==> config.mk <==
export PLATFORM = sky130hd
export DESIGN_NAME = acu_fetch_seq
export DESIGN_NICKNAME = d
export VERILOG_FILES = /design/src/rtl/acu_fetch_seq.sv
export SDC_FILE = /design/constraint.sdc
export NUM_CORES = 1
export LEC_CHECK = 0
export BUFFER_PORTS_ARGS = -buffer_cell sky130_fd_sc_hd__buf_4
export CORE_MARGIN = 1
export CORE_UTILIZATION = 48
export DETAILED_ROUTE_END_ITERATION = 12
export GPL_TIMING_DRIVEN = 0
export PLACE_DENSITY = 0.82
export SYNTH_ARGS = -nofsm -noshare
export SYNTH_HDL_FRONTEND = slang
export SYNTH_SLANG_ARGS = --single-unit
==> constraint.sdc <==
create_clock -name clk -period 1.8 [get_ports clk]
set_input_delay 0.27 -clock clk [delete_from_list [all_inputs] [get_ports clk]]
set_output_delay 0.27 -clock clk [all_outputs]
set_load 0.03 [all_outputs]
==> src/rtl/acu_fetch_seq.sv <==
// Address fetch sequencer: pulls low/high address bytes from a valid/ready source,
// replays them to the 16-bit capture unit as wl/wh writes, then holds oe for a window.
module acu_fetch_seq #(
  parameter int unsigned OE_CYCLES = 1,
  parameter int unsigned TIMEOUT   = 255
) (
  input  logic        clk,
  input  logic        rst,
  input  logic        i_start,
  input  logic [7:0]  i_byte_data,
  input  logic        i_byte_valid,
  output logic        o_byte_ready,
  output logic [7:0]  o_d,
  output logic        o_wl,
  output logic        o_wh,
  output logic        o_oe,
  output logic [15:0] o_shadow_addr,
  output logic        o_busy,
  output logic        o_done,
  output logic        o_err
);

  localparam int unsigned WAIT_W = 16;
  localparam int unsigned OE_W   = 4;

  localparam logic [2:0] S_IDLE     = 3'd0;
  localparam logic [2:0] S_FETCH_LO = 3'd1;
  localparam logic [2:0] S_WRITE_LO = 3'd2;
  localparam logic [2:0] S_FETCH_HI = 3'd3;
  localparam logic [2:0] S_WRITE_HI = 3'd4;
  localparam logic [2:0] S_DRIVE    = 3'd5;
  localparam logic [2:0] S_DONE     = 3'd6;
  localparam logic [2:0] S_ERR      = 3'd7;

  logic [2:0]        r_state;
  logic [2:0]        w_next;
  logic [WAIT_W-1:0] r_wait;
  logic [OE_W-1:0]   r_oe_cnt;
  logic              w_fetch;
  logic              w_accept;
  logic              w_timeout;
  logic              w_oe_last;

  // o_byte_ready mirrors the current state, so it doubles as the fetch-state flag
  assign w_fetch   = (r_state == S_FETCH_LO) || (r_state == S_FETCH_HI);
  assign w_accept  = w_fetch && o_byte_ready && i_byte_valid;
  assign w_timeout = (r_wait == WAIT_W'(TIMEOUT));
  assign w_oe_last = (r_oe_cnt == OE_W'(OE_CYCLES - 1));

  // Next-state logic
  always_comb begin
    w_next = r_state;
    case (r_state)
      S_IDLE:     if (i_start) w_next = S_FETCH_LO;
      S_FETCH_LO: begin
        if (w_accept)       w_next = S_WRITE_LO;
        else if (w_timeout) w_next = S_ERR;
      end
      S_WRITE_LO: w_next = S_FETCH_HI;
      S_FETCH_HI: begin
        if (w_accept)       w_next = S_WRITE_HI;
        else if (w_timeout) w_next = S_ERR;
      end
      S_WRITE_HI: w_next = S_DRIVE;
      S_DRIVE:    if (w_oe_last) w_next = S_DONE;
      S_DONE:     w_next = S_IDLE;
      S_ERR:      w_next = S_IDLE;
      default:    w_next = S_IDLE;
    endcase
  end

  // State, counters, data path and outputs registered from the next state
  always_ff @(posedge clk) begin
    if (rst) begin
      r_state       <= S_IDLE;
      r_wait        <= '0;
      r_oe_cnt      <= '0;
      o_d           <= 8'h00;
      o_shadow_addr <= 16'h0000;
      o_byte_ready  <= 1'b0;
      o_wl          <= 1'b0;
      o_wh          <= 1'b0;
      o_oe          <= 1'b0;
      o_busy        <= 1'b0;
      o_done        <= 1'b0;
      o_err         <= 1'b0;
    end else begin
      r_state <= w_next;

      if (w_fetch && !w_accept && (w_next == r_state)) r_wait <= r_wait + WAIT_W'(1);
      else                                             r_wait <= '0;

      if ((r_state == S_DRIVE) && (w_next == S_DRIVE)) r_oe_cnt <= r_oe_cnt + OE_W'(1);
      else                                             r_oe_cnt <= '0;

      if (w_accept) begin
        o_d <= i_byte_data;
        if (r_state == S_FETCH_LO) o_shadow_addr[7:0]  <= i_byte_data;
        else                       o_shadow_addr[15:8] <= i_byte_data;
      end

      o_byte_ready <= (w_next == S_FETCH_LO) || (w_next == S_FETCH_HI);
      o_wl         <= (w_next == S_WRITE_LO);
      o_wh         <= (w_next == S_WRITE_HI);
      o_oe         <= (w_next == S_DRIVE);
      o_busy       <= (w_next != S_IDLE);
      o_done       <= (w_next == S_DONE);
      o_err        <= (w_next == S_ERR);
    end
  end

endmodule
# Word-level counts from Yosys, hierarchy flattened
# Index checks and enable logic that the tools add are counted.
# Widths: inputs -> output; s select.
dict set report totals {
  mem_bits_ro 0
  elab_cells 56
  regBits 54
  ramBits 0
  latchBits 0
  in_bits 12
  n_memories 0
}
dict set report classes {
  shift 0
  n_bitwise 3
  n_mux 6
  n_lt_le_gt_ge 0
  n_div 0
  add_sub_neg 2
  n_eq_ne 16
  reduce_logical 16
  multipliers 0
}
# operator count
set ops {}
lappend ops {{$eq 3x3->1 const B} 8}
lappend ops {{$pmux 3 s7} 1}
lappend ops {{$add 16x1->16 const B} 1}
lappend ops {{$eq 16x8->1 const B} 1}
lappend ops {{$mux 3} 5}
lappend ops {{$eq 3x2->1 const B} 4}
lappend ops {{$eq 3x1->1 const B} 2}
lappend ops {{$reduce_or 2->1} 3}
lappend ops {{$logic_and 1x1->1} 5}
lappend ops {{$add 4x1->4 const B} 1}
lappend ops {{$logic_not 4->1} 1}
lappend ops {{$reduce_and 2->1} 2}
lappend ops {{$eq 3x3->1} 1}
lappend ops {{$logic_not 3->1} 1}
lappend ops {{$not 1->1} 3}
lappend ops {{$reduce_bool 3->1} 1}
lappend ops {{$logic_or 1x1->1} 2}
lappend ops {{$logic_not 1->1} 1}

# Logic depth before layout (Yosys ltp)
# Gate-level depths: netlist (run 1).
dict set report depth {
  depth_word 10
  ltp_mapped 7
  depth_no_buf 6
}

# Least setup slack after synthesis (run 1)
# OpenSTA, ideal clock, no wires.
dict set report synth_path {
  path_kind {register -> register}
  startpoint {register r_oe_cnt[0]}
  endpoint {register o_wl}
  t_arrival_ps 1634
  path_slack_ps 106
  setup_time_ps 59
  period_less_slack_ps 1694
  required_time_ps 1741
  stages_incl_launch_ff 7
  cell_sequence {dfxtp_1 > inv_1 > ha_1 > or4b_1 > a221oi_1 > o211ai_1 > and3b_2}
}
dict set report synth_via {
  elab_chain_len 4
}
# item line
set synth_rtl {}
lappend synth_rtl {{start: declaration} 38} ;# logic [OE_W-1:0] r_oe_cnt;
lappend synth_rtl {{start signal: assignment} 93} ;# if ((r_state == S_DRIVE) && (w_next == S_DRIVE)) r_oe_cnt <= r_oe_cnt + OE_W'(1);
lappend synth_rtl {{$logic_not 4->1} 48} ;# assign w_oe_last = (r_oe_cnt == OE_W'(OE_CYCLES - 1));
lappend synth_rtl {{$mux 3} 65} ;# S_DRIVE: if (w_oe_last) w_next = S_DONE;
lappend synth_rtl {{$pmux 3 s7} 53} ;# case (r_state)
lappend synth_rtl {{$eq 3x2->1} 103} ;# o_wl <= (w_next == S_WRITE_LO);
lappend synth_rtl {{end signal: assignment} 103}
lappend synth_rtl {{end: declaration} 14} ;# output logic o_wl,
# No other way between the ends.
# A chain may end at the register's enable or synchronous reset.

# Final worst setup path (run 1)
dict set report layout_path {
  startpoint {register r_wait[10]}
  endpoint {register r_wait[12]}
}
dict set report layout_via {
  elab_chain_len 8
}
# item line
set layout_rtl {}
lappend layout_rtl {{start: declaration} 37} ;# logic [WAIT_W-1:0] r_wait;
lappend layout_rtl {{start signal: assignment} 90} ;# if (w_fetch && !w_accept && (w_next == r_state)) r_wait <= r_wait + WAIT_W'(1);
lappend layout_rtl {{$eq 16x8->1} 47} ;# assign w_timeout = (r_wait == WAIT_W'(TIMEOUT));
lappend layout_rtl {{$mux 3} {57, 62}}
lappend layout_rtl {{$mux 3, on equally long branches} {61, 56}}
lappend layout_rtl {{$pmux 3 s7} 53}
lappend layout_rtl {{$eq 3x3->1} 90}
lappend layout_rtl {{$logic_and 1x1->1} 90}
lappend layout_rtl {{$not 1->1 (no line)} n/a}
lappend layout_rtl {{$reduce_or 2->1 (no line)} n/a}
# Several ways; a longest one is shown, not always the timed one.

==> results.md, run 1 <==
Setup path:
- The largest driver fanout on the critical path is 5.
- In this design, the stage delay of the slowest critical-path cell is about 0.52 ns.
- The slowest stage cell on the critical path is sky130_fd_sc_hd__or4_4.
- The internal reg-to-reg setup slack is 0.02 ns.
- The length in cells of the worst reg-to-reg path is 6.
- The startpoint-to-endpoint class of the critical path is reg2reg.
- The number of buffers and inverters on the critical path is 2.
- The worst register-to-register path begins at r_wait[10]$_SDFF_PP0_.
- STA puts the critical path data arrival time at between 1.5 and 2 ns.
- For the worst setup path, the data required time is roughly 2 ns.
- The category of the worst setup path launch point is a flop.
- In this run the worst setup path begins at r_wait[10]$_SDFF_PP0_.
- Traced cell by cell, the critical path runs through or4_4 -> nor4_4 -> or3b_1 -> buf_6 -> clkbuf_16 -> nor2_2.
- The critical register-to-register path endpoint is r_wait[12]$_SDFF_PP0_.
- The type of destination of the critical path is a flop.
- The gate family responsible for the most delay along the worst path is simple AND/OR/NAND/NOR gates.

Pwr:
- In this run the power density over the cells is around 750 nW/um^2.
- The analysis attributes to cell leakage a power of 1.045 nW.
- The worst voltage drop across the vdd grid is 421.9 uV.
- The total chip power is 2.093 mW.

Clock network:
- The largest buffer count on any clock path is 2.
- Counting the buffers created by CTS gives 5.
- In this run the number of H-tree levels came out at 2.
- Clock-pin slew was measured on the worst setup and hold paths at roughly 0.09 ns.
- TritonCTS built the clock tree.
- The count of clock tree sinks is 54.
- The tree is rooted in a sky130_fd_sc_hd__clkbuf_8.
- The clock latency of the later-clocked register in the worst-skew pair is 0.31 ns.

Timing:
- Setup repair after global routing could not meet its margin everywhere.
- The maximum clock frequency is 560.7 MHz.
- The number of max-slew violations in the final report was 0.
- Dividing the final minimum period by the clock period gives 0.9908.
- After layout, the minimum clock period comes to 1.783 ns.
- The final setup skew is 0.006252 ns.
- Setup violations remaining at the end of the flow were counted as 0.
- At the pin with the least slew margin, the transition time is between 0.4 and 0.5 ns.
- Measured against its own limit, the worst slew margin works out to 0.6728.
- Hold is met by 0.2149 ns.
- The total count of hold-check failures in the final report is 0.

Die:
- In this run the standard cell core region covers 4144 um^2.
- The die height is 68.84 um.
- The number of placement rows is 23.
- The effective utilization at floorplan is 0.5175.
- The overall die area is between 4000 and 5000 um^2.
- between 40 and 50 I/O pins were placed.
- The die is 68.84 um wide.

Outcome:
- The flow ran to the end, and the final reports show no timing, DRC or antenna violations.

Synth:
- In the synthesized netlist, the number of instances is roughly 240.
- sky130_fd_sc_hd__dfxtp_1 is the most common cell in the netlist.
- The fraction of registers with async set or reset after synthesis is 0.
- In this run, distinct cell masters in the synthesized netlist total 41.
- The sequential fraction of the synthesis area is 0.5041.
- In this run, synthesis inferred 0 flip-flops with an integrated enable.
- The count of warnings emitted by yosys is 0.
- After synthesis, the mean cell area works out to 8.862 um^2.
- Counting flops and latches in the post-synthesis netlist gives 54.
- The cell area after synthesis is 2145 um^2.
- Of all cell types, the one taking the most synthesized area is sky130_fd_sc_hd__dfxtp_1.
- The most used flip-flop cell after synthesis is sky130_fd_sc_hd__dfxtp_1.
- In the post-synthesis netlist, the biggest area contributors are sky130_fd_sc_hd__dfxtp_1 (50%), sky130_fd_sc_hd__nand2_1 (6.5%), sky130_fd_sc_hd__a21oi_1 (5.8%), sky130_fd_sc_hd__xnor2_1 (5.7%), sky130_fd_sc_hd__nor2_1 (5.1%).
- In the synthesized netlist, the cells that appear most often are sky130_fd_sc_hd__dfxtp_1 (54), sky130_fd_sc_hd__nand2_1 (37), sky130_fd_sc_hd__nor2_1 (29).
- The share of synthesized area in the top cell type comes to 0.5041.
- The number of nets in the synthesized netlist is 257.

Job:
- Max-cap violations in this run came to 0.

Placement:
- The quantity of I/O buffers inserted on ports is 42.
- The last weighted congestion value of the routability-driven placer is 0.7908.
- The placed wire-length estimate is 3217 um.

Min path:
- In this run the worst hold path is classified as in2reg.
- The hold-critical path depth is 3.
- In this run the most critical hold path is launched from i_byte_data[5].
- The sink of the worst hold path is o_shadow_addr[5]$_SDFFE_PP0P_.

Detailed routing:
- The DRC violation total after the first TritonRoute iteration is 65.
- The final routed wirelength across all metal layers is 4610 um.
- Using the TritonRoute via totals, the vias-per-cell ratio works out to 5.379.
- After detailed routing, the average wire length per cell comes to 13.25 um.
- The post-detailed-route count of antenna-violating nets is 0.
- After detailed routing, the number of remaining DRC violations is 0.
- The number of detailed-route iterations in the first pass is 4.
- The number of vias in the routed layout is 1872.

Final layout:
- The area overhead of the layout relative to synthesis is 29.35%.
- The repair_antennas step left the layout with diodes totalling 0.
- The share of layout cells above drive strength 1 is 0.3054.
- At the end of the flow, the number of nets in the layout was about 310.
- The multi-input combinational cells in the finished layout cover a total of 1037 um^2.
- The filler cells instantiated in the layout total approximately 330.
- Across the whole layout, storage elements account for 1091 um^2.

Global route:
- The via count of the first global-routing pass is 1700.
- The global-route wire length before repair is between 7000 and 8000 um.
- The initial antenna violation count is 0.
- The overall routing resource usage is 0.2112.
- The global route total overflow is 0.
- The pin count of the biggest net entering global routing is 16.
==> layout by cell type, fill, tap and decap left out, drive strengths merged, types with 2 or more instances in the layout <==
cell type / n
o211ai: 2
a221oi: 2
nor3: 6
buf: 50
nand3: 14
and3: 2
xnor2: 14
xor2: 2
clkbuf: 15
a21oi: 25
dfxtp: 54
o21ai: 9
nor2: 29
inv: 9
or4: 2
ha: 3
nor4: 4
nand4: 3
nand2: 37
==> report_power, final <==
group	switching, mW	internal, mW
Clock	0.386	0.311
Sequential	0.0141	1.21
Combinational	0.0982	0.0740
Total	0.498	1.59
==> routing by layer <==
metal / track usage / vias up / wire, um
li1: - / 931 / -
met1: 0.2530 / 891 / 2108
met2: 0.3604 / 44 / 2227
met3: 0.04934 / 6 / 203
met4: 0.08673 / 0 / 70
met5: 0 / - / 0
==> registers in the layout, summed over array words and instances (netlist names), 3 cells and up <==
name           flops
r_wait            16
o_d                8
o_shadow_addr     16
r_state            3
r_oe_cnt           4
==> cell families (layout without fill, tap and decap cells) <==
logic type | count (synthesis) | count (layout) | share of synthesized area
and+or+nand+nor | 108 | 108 | 0.2521
buffers and inverters | 19 | 75 | 0.04725
xor gates and xnor gates | 16 | 16 | 0.06535
adders and majority gates | 3 | 3 | 0.01750
AOI/OAI and AO/OA | 42 | 42 | 0.1138
DFF | 54 | 54 | 0.5041
==> worst max-delay path by stage <==
stage	slack [ns]	endpoint	depth (start not counted)
2_1_floorplan	0.11	o_wl$_SDFF_PP0_	6
3_3_place_gp	-0.09	r_wait[12]$_SDFF_PP0_	7
3_5_place_dp	-0.13	r_wait[10]$_SDFF_PP0_	7
4_1_cts	0.002	o_wl$_SDFF_PP0_	6
5_1_grt	-0.04	r_wait[12]$_SDFF_PP0_	6
6_report	0.02	r_wait[12]$_SDFF_PP0_	6
==> through the flow <==
| stage | util | instance area [um^2] | setup WS, ns | setup TNS, ns | instances |
|---|---|---|---|---|---|
| finish | 0.6694 | 2774 | 0.01660 | 0 | 348 |
| global route | 0.6694 | 2774 | -0.04149 | -0.3475 | 348 |
| CTS | 0.6443 | 2670 | 0.002445 | 0 | 345 |
| detailed placement | 0.6087 | 2522 | -0.1253 | -1.343 | 334 |
| global placement | 0.6087 | 2522 | -0.09002 | -0.9004 | 334 |
| floorplan | - | 2145 | 0.1065 | 0 | 242 |
==> final cells by class <==
cell class | count | share of cell area
plain buffers | 10 | 0.02436
inverters | 9 | 0.01218
flip-flops and latches | 54 | 0.3933
clock inverters | 1 | 0.001804
well taps | 50 | 0.02255
clock buffers | 7 | 0.03112
multi-input cells | 169 | 0.3739
repair buffers | 48 | 0.1407
==> worst reg2reg max path: cells and delay by family (launching register included) <==
family | cells | cell delay [ns]
buffers and inverters | 2 | 0.28
DFF | 1 | 0.36
and+or+nand+nor | 4 | 1.06
==> timing repair <==
item	in CTS	in global routing
gates cloned	0	1
setup endpoints to repair	20	13
hold buffers	0	0
resized for setup	10	18
pin swaps	4	7
setup buffers	3	2
Power figures use the tool's default switching activity.
==> inputs of run 2 (changes only) <==
==> config.mk (replaced) <==
export PLATFORM = sky130hd
export DESIGN_NAME = acu_fetch_seq
export DESIGN_NICKNAME = d
export VERILOG_FILES = /design/src/rtl/acu_fetch_seq.sv
export SDC_FILE = /design/constraint.sdc
export NUM_CORES = 1
export LEC_CHECK = 0
export CAP_MARGIN = 20
export CORE_MARGIN = 1
export CORE_UTILIZATION = 55
export DETAILED_ROUTE_END_ITERATION = 12
export DONT_BUFFER_PORTS = 1
export GPL_TIMING_DRIVEN = 0
export PLACE_DENSITY = 0.81
export REMOVE_ABC_BUFFERS = 1
export SYNTH_ARGS = -nofsm -noshare
export SYNTH_HDL_FRONTEND = slang
export SYNTH_SLANG_ARGS = --single-unit
==> results.md, run 2 (same netlist as run 1, synthesis figures left out) <==
Clock network:
- TritonCTS created 5 clock buffers.
- The tree is rooted in a sky130_fd_sc_hd__clkbuf_8.
- Clock-pin slew was measured on the worst setup and hold paths at 0.09 ns.
- The H-tree was split into 2 levels.
- TritonCTS built the clock tree.
- The clock passes through at most 2 buffers.
- The clock reaches the later pin of the worst-skew pair after 0.30 ns.
- The count of clock tree sinks is 54.

Timing:
- The number of max-slew violations in the final report was 0.
- The final setup skew is between 0.005 and 0.006 ns.
- The final critical-path share of the clock period is 0.9768.
- The maximum clock frequency is between 500 and 600 MHz.
- Setup repair after global routing could not meet its margin everywhere.
- Hold is met by 0.02947 ns.
- In the final timing run, aggregate negative setup slack is 0 ns.
- For the pin with the worst max-slew slack, the measured transition is 0.5252 ns.
- Setup violations remaining at the end of the flow were counted as 0.
- Headroom to the max-slew limit came out at 0.6451.
- After layout, the worst setup slack is 0.04174 ns.
- The total count of hold-check failures in the final report came to 0.
- The clock period minus worst slack is 1.758 ns.

Placement:
- The wire-length estimate of the detail-placed layout is 2598 um.
- In this run, placement finished with an instance count of 280.
- OpenSTA, run right after detailed placement, puts the worst setup slack at -0.4431 ns.
- The standard cell area after detailed placement is 2137 um^2.
- Routability-driven placement finished with a final weighted congestion of 0.7898.
- During placement, the flow inserted port buffers numbering 0.

Setup path:
- For the worst flop-to-flop path, the logic depth is 6.
- The data arrival time of the worst path is 2.01 ns.
- The worst setup path is of the reg2reg kind.
- Setup slack on the worst reg-to-reg path comes out at ~0.042 ns.
- In this run the critical register-to-register path is launched from r_oe_cnt[1]$_SDFF_PP0_.
- Data on the critical path is required at its endpoint by 2.05 ns.
- The type of destination of the critical path is a flop.
- The worst setup path is launched from a flop.
- The endpoint identified for the worst register-to-register timing path is o_wl$_SDFF_PP0_.
- The largest driver fanout on the critical path is 4.

Die:
- After floorplanning, the core was sized to cover 3689 um^2.
- The die covers 4153 um^2.
- The effective utilization at floorplan is 0.5814.
- In this run the count of I/O pins placed on the die edge is 43.
- The die is 64.45 um tall.
- The number of placement rows is 22.
- The die is approximately 64 um wide.

Pwr:
- The fraction of power consumed by sequential logic is 0.589.
- The fraction of power consumed by the clock network is 0.378.
- The worst voltage drop across the vdd grid is 488.6 uV.
- The power density relative to cell area is 897.9 nW/um^2.
- The standby leakage power is around 0.8 nW.
- The switching fraction of total power is 0.2232.
- The share of total power dissipated in combinational logic is 0.034.
- The total chip power is 2.127 mW.
- In this run the power spent charging and discharging nets is 0.4747 mW.
- The internal portion of the total power is 1.652 mW.

Final layout:
- Of the cells placed in the final design, the portion with a size suffix greater than 1 is 0.1423.
- After routing the design area is 2369 um^2.
- Leaving out filler cells and counting taps, the final layout contains 294.
- The area of the multi-input gates is between 1000 and 1500 um^2.
- Leaving out fill and tap cells, the most frequent cell in the layout is sky130_fd_sc_hd__dfxtp_1.
- The register cell area after layout is approximately 1100 um^2.
- The area overhead of the layout relative to synthesis is 10.44%.
- The largest registers in the layout are o_shadow_addr (16), r_wait (16), o_d (8).
- In the layout the commonest cells are sky130_fd_sc_hd__dfxtp_1 (48), sky130_fd_sc_hd__nand2_1 (37), sky130_fd_sc_hd__nor2_1 (28).
- The repair_antennas step left the layout with diodes totalling 0.
- After the last flow step, the layout net total stands at between 200 and 300.
- For this run, the share of the core covered by cells in the final layout is 0.6421.
- The filler cells instantiated in the layout total between 300 and 400.

Global route:
- The global-route met3 utilization is 0.06866.
- The initial antenna violation count came to 0.
- Summed over all layers, the global routing overflow is 0.
- The via count of the first global-routing pass is roughly 1500.
- Entering global routing, the biggest net connects 33 pins.
- The first global-routing pass estimated 6679 um of wire.
- For this run, global-route usage on met1 was measured as 0.2578.
- For this run, the total global-route usage over all layers was measured as 0.2075.
- The global routing stage identified its most utilized layer as met2.
- For met2 alone, demand over resource in global routing was 0.3303.

Min path:
- The sink of the worst hold path is o_shadow_addr[4]$_SDFFE_PP0P_.
- The hold-critical path depth is 1.
- The worst hold path belongs to the class in2reg.
- The startpoint identified for the worst hold timing path is rst.

Job:
- The count of maximum capacitance violations is 0.

Detailed routing:
- The mean routed wirelength per cell is around 14 um.
- The DRC violation total after the first TritonRoute iteration is 130.
- In the routed design, unresolved DRC markers number 0.
- The number of vias in the routed layout is around 1700.
- The post-detailed-route count of antenna-violating nets is 0.
- Before antenna repair, the detailed router went through 4 iterations.
- The final routed wirelength across all metal layers is 4073 um.
- After detailed routing, the number of vias per cell comes to 5.636.

Outcome:
- The run finished with clean final reports.
[run 2: timing repair]
action                                 CTS  global route
setup endpoints to repair               39            28
hold buffers                             0             2
buffers inserted                         2             2
pin swaps                                4             7
gates resized for setup                 11            10
endpoints found under the hold margin    0             8
[run 2: cell type report]
class,count,share of cell area
Tap cell,48,0.02536
Sequential cell,54,0.4617
Timing Repair Buffer,6,0.02113
Clock inverter,3,0.01902
Clock buffer,5,0.02905
Multi-Input combinational cell,169,0.4295
Inverter,9,0.01426
[run 2: worst max-delay path, stage by stage, from the launching register on]
cell and delay, ns:
sky130_fd_sc_hd__dfxtp_2 0.34, sky130_fd_sc_hd__inv_2 0.06, sky130_fd_sc_hd__ha_4 0.13, sky130_fd_sc_hd__nor4bb_1 0.50, sky130_fd_sc_hd__a221o_1 0.26, sky130_fd_sc_hd__o211ai_1 0.15, sky130_fd_sc_hd__and3b_2 0.26
[run 2: how the worst max path moves through the flow]
stage	endpoint	from
floorplan	o_wl$_SDFF_PP0_	r_state[1]$_SDFF_PP0_
global placement	o_shadow_addr[1]$_SDFFE_PP0P_	o_byte_ready$_SDFF_PP0_
detailed placement	o_shadow_addr[1]$_SDFFE_PP0P_	o_byte_ready$_SDFF_PP0_
CTS	o_wl$_SDFF_PP0_	r_oe_cnt[1]$_SDFF_PP0_
global route	o_done$_SDFF_PP0_	r_oe_cnt[1]$_SDFF_PP0_
finish	o_wl$_SDFF_PP0_	r_oe_cnt[1]$_SDFF_PP0_
[run 2: layer usage]
layer | part of all wire | wire length [um] | vias up
met1 | 0.43 | 1759 | 770
met4 | 0.0098 | 40 | 0
met5 | 0 | 0 | -
met3 | 0.083 | 337 | 2
li1 | - | - | 827
met2 | 0.48 | 1936 | 58
[run 2: power groups by stage]
stage / clock (mW) / combinational, mW / sequential [mW]
2_1_floorplan: 0 / 0.0440 / 1.28
3_3_place_gp: 0 / 0.0530 / 1.28
3_5_place_dp: 0 / 0.0540 / 1.28
4_1_cts: 0.822 / 0.0590 / 1.25
5_1_grt: 0.880 / 0.0808 / 1.25
6_report: 0.803 / 0.0715 / 1.25
==> inputs of run 3 (changes only) <==
--- a/config.mk
+++ b/config.mk
@@ -12,7 +12,6 @@
 export DONT_BUFFER_PORTS = 1
 export GPL_TIMING_DRIVEN = 0
 export PLACE_DENSITY = 0.81
-export REMOVE_ABC_BUFFERS = 1
 export SYNTH_ARGS = -nofsm -noshare
 export SYNTH_HDL_FRONTEND = slang
 export SYNTH_SLANG_ARGS = --single-unit
==> results.md, run 3 (same netlist as run 1, synthesis figures left out) <==
Outcome:
- The run finished, with violations left.
- The checks that failed: negative setup slack.

Detailed routing:
- The mean routed wirelength per cell is ~14 um.
- After detailed routing, the number of remaining DRC violations is 0.
- The post-detailed-route count of antenna-violating nets is 0.
- For this block, the via count after detailed routing is 1694.
- The DRC violation total after the first TritonRoute iteration is around 80.
- The pre-antenna-repair detailed-routing pass consisted of 4 iterations.
- Using the TritonRoute via totals, the vias-per-cell ratio works out to about 5.6.
- The final routed wirelength across all metal layers is 4259 um.

Global route:
- The global route total overflow is 0.
- The overall routing resource usage is 0.2261.
- Entering global routing, the biggest net connects 19 pins.
- The via count of the first global-routing pass is 1581.
- The global-route wire length before repair is 7141 um.
- The initial antenna violation count is 0.

Final layout:
- The area growth from synthesis to layout is 11.44%.
- Of the cells placed in the final design, the portion with a size suffix greater than 1 is 0.1581.
- In the final layout, the registers with the most flip-flops are o_shadow_addr (16), r_wait (16), o_d (8).
- Leaving out fill and tap cells, the most frequent cells in the layout are sky130_fd_sc_hd__dfxtp_1 (48), sky130_fd_sc_hd__nand2_1 (37), sky130_fd_sc_hd__nor2_1 (27).
- The post-route core utilization is 0.6479.
- The antenna cell count is 0.
- The number of fill cells in the layout is approximately 320.
- The area of the multi-input gates is 1028 um^2.
- The final layout contains 267 nets.
- The count of non-filler cells in the finished layout is 301.
- Leaving out fill and tap cells, the most frequent cell in the layout is sky130_fd_sc_hd__dfxtp_1.
- Across the whole layout, storage elements account for 1091 um^2.

Timing:
- The maximum clock frequency is approximately 550 MHz.
- Dividing the final minimum period by the clock period gives 1.007.
- The total count of hold-check failures in the final report is 0.
- On the final layout, the worst clock skew is 0.01802 ns.
- The worst slew margin relative to its limit is 0.6730.
- Setup repair after global routing could not meet its margin everywhere.
- The clock period minus worst slack is 1.812 ns.
- Setup violations remaining at the end of the flow were counted as 1.
- The slew at the pin with the worst max-slew slack is 0.4905 ns.
- The number of max-slew violations in the final report came to 0.
- The final worst setup slack is -0.01231 ns.

Die:
- The die height is 64.45 um.
- Pin placement for this block handled 43 I/O pins.
- The effective utilization at floorplan is 0.5814.
- The overall die area is just over 4000 um^2.
- The floorplan step defined a core boundary enclosing 3689 um^2.
- The die is around 64 um wide.
- The floorplan has 22 rows.

Pwr:
- The power density relative to cell area is 848.0 nW/um^2.
- The worst voltage drop across the vdd grid is about 550 uV.
- The standby leakage power is a little under 0.8 nW.

Setup path:
- In this run the critical register-to-register path is launched from r_wait[15]$_SDFF_PP0_.
- Along the worst path, the maximum fanout reaches 6.
- STA classifies the critical path endpoint as a flop.
- The critical path goes through or4_4 -> nor4_4 -> buf_4 -> a221oi_4 -> and3b_2.
- The largest incremental delay on the critical path is ~0.54 ns.
- The data arrival time of the worst path is between 2 and 2.5 ns.
- The worst setup path is launched from a flop.
- Counting both buffers and inverters, the worst setup path holds a total of 1.
- The setup path with the least slack is of type reg2reg.
- The required arrival time at the worst endpoint is 2.00 ns.
- The cell family contributing the most delay on the critical path is simple AND/OR/NAND/NOR gates.
- The worst setup path startpoint is r_wait[15]$_SDFF_PP0_.
- On the critical path, the stage with the largest delay is an instance of sky130_fd_sc_hd__or4_4.

Clock network:
- The clock drives 54 sinks.
- Clock tree synthesis selected as its root buffer the cell sky130_fd_sc_hd__clkbuf_8.
- In this run the number of H-tree levels came out at 2.
- The clock tree from TritonCTS is yes.
- The largest buffer count on any clock path is 2.
- The TritonCTS buffer count is 5.
- The clock latency of the later-clocked register in the worst-skew pair is 0.32 ns.
- The clock-pin slew of the registers on the worst-case setup and hold paths is 0.11 ns.
- For this design, the CTS-stage hold fixing added 0 buffers.

Job:
- The tool flagged a number of max-cap violations equal to 0.

Placement:
- The quantity of I/O buffers inserted on ports is 0.
- Once detailed placement completed, the half-perimeter wirelength came to approximately 2900 um.
- The number of placed instances, taps included, is 290.
- The congestion estimate from routability-driven global placement came to between 0.7 and 0.8.

Min path:
- The worst min-delay path category is in2reg.
- The origin of the worst min-delay path is i_byte_data[6].
-- run 3: changes by cell type in the layout (fill, tap and decap cells not counted), sizes merged --
cell         before  now
clkbuf            5   12
buf               4    6
dlygate4sd3       2    0
bufinv            1    0
inv               9   10
-- run 3: path summary, 6_finish.rpt --
kind | end | slack (ns) | cells after the start
max | o_wl$_SDFF_PP0_ | -0.01 | 5
min | o_d[6]$_SDFFE_PP0P_ | 0.07 | 2
max reg2reg | o_wl$_SDFF_PP0_ | -0.01 | 5
min reg2reg | r_wait[0]$_SDFF_PP0_ | 0.47 | 1
-- run 3: final cells by class --
type | instances | share of cell area
Sequential cell | 54 | 0.4565
Multi-Input combinational cell | 169 | 0.4304
Clock buffer | 5 | 0.02880
Tap cell | 48 | 0.02513
Buffer | 9 | 0.02251
Inverter | 9 | 0.01414
Timing Repair Buffer | 4 | 0.01257
Clock inverter | 3 | 0.009948
-- run 3: metal layers --
| layer | GRT usage | wire, um | part of all wire |
|---|---|---|---|
| met2 | 0.3750 | 2008 | 0.47 |
| met4 | 0.1056 | 41 | 0.0096 |
| met3 | 0.07570 | 279 | 0.066 |
| met1 | 0.2614 | 1930 | 0.45 |
| met5 | 0 | 0 | 0 |
-- run 3: timing repair --
item / 4_1_cts / 5_1_grt
setup endpoints to repair: 22 / 18
pin swaps: 8 / 3
gates cloned: 0 / 0
gates resized for setup: 15 / 7
setup buffers: 4 / 0
-- run 3: per-stage QoR --
step / instance area [um^2] / hold WS (ns) / setup TNS [ns] / total power, mW / setup slack (ns)
2_1_floorplan: 2145 / 0.4060 / 0 / 1.340 / 0.1065
6_report: 2390 / 0.06818 / -0.01231 / 2.026 / -0.01231
4_1_cts: 2362 / 0.06097 / 0 / 2.043 / 0.0008604
3_5_place_dp: 2205 / 0.4129 / -1.418 / 1.360 / -0.1266
5_1_grt: 2390 / 0.05880 / -0.1364 / 2.104 / -0.06309
3_3_place_gp: 2205 / 0.4077 / -0.9636 / 1.358 / -0.09716
-- run 3: power breakdown --
part           internal [mW]  total, mW  leakage [nW]  switching [mW]
logic                 0.0310     0.0836         0.313          0.0526
registers               1.21       1.25         0.440          0.0415
clock network          0.279      0.691        0.0408           0.412
total                   1.52       2.03         0.793           0.507
-- run 3: worst reg2reg max path, cell delays in order, from the launching register on --
cell and delay, ns:
sky130_fd_sc_hd__dfxtp_2 0.34, sky130_fd_sc_hd__or4_4 0.54, sky130_fd_sc_hd__nor4_4 0.35, sky130_fd_sc_hd__buf_4 0.19, sky130_fd_sc_hd__a221oi_4 0.08, sky130_fd_sc_hd__and3b_2 0.21
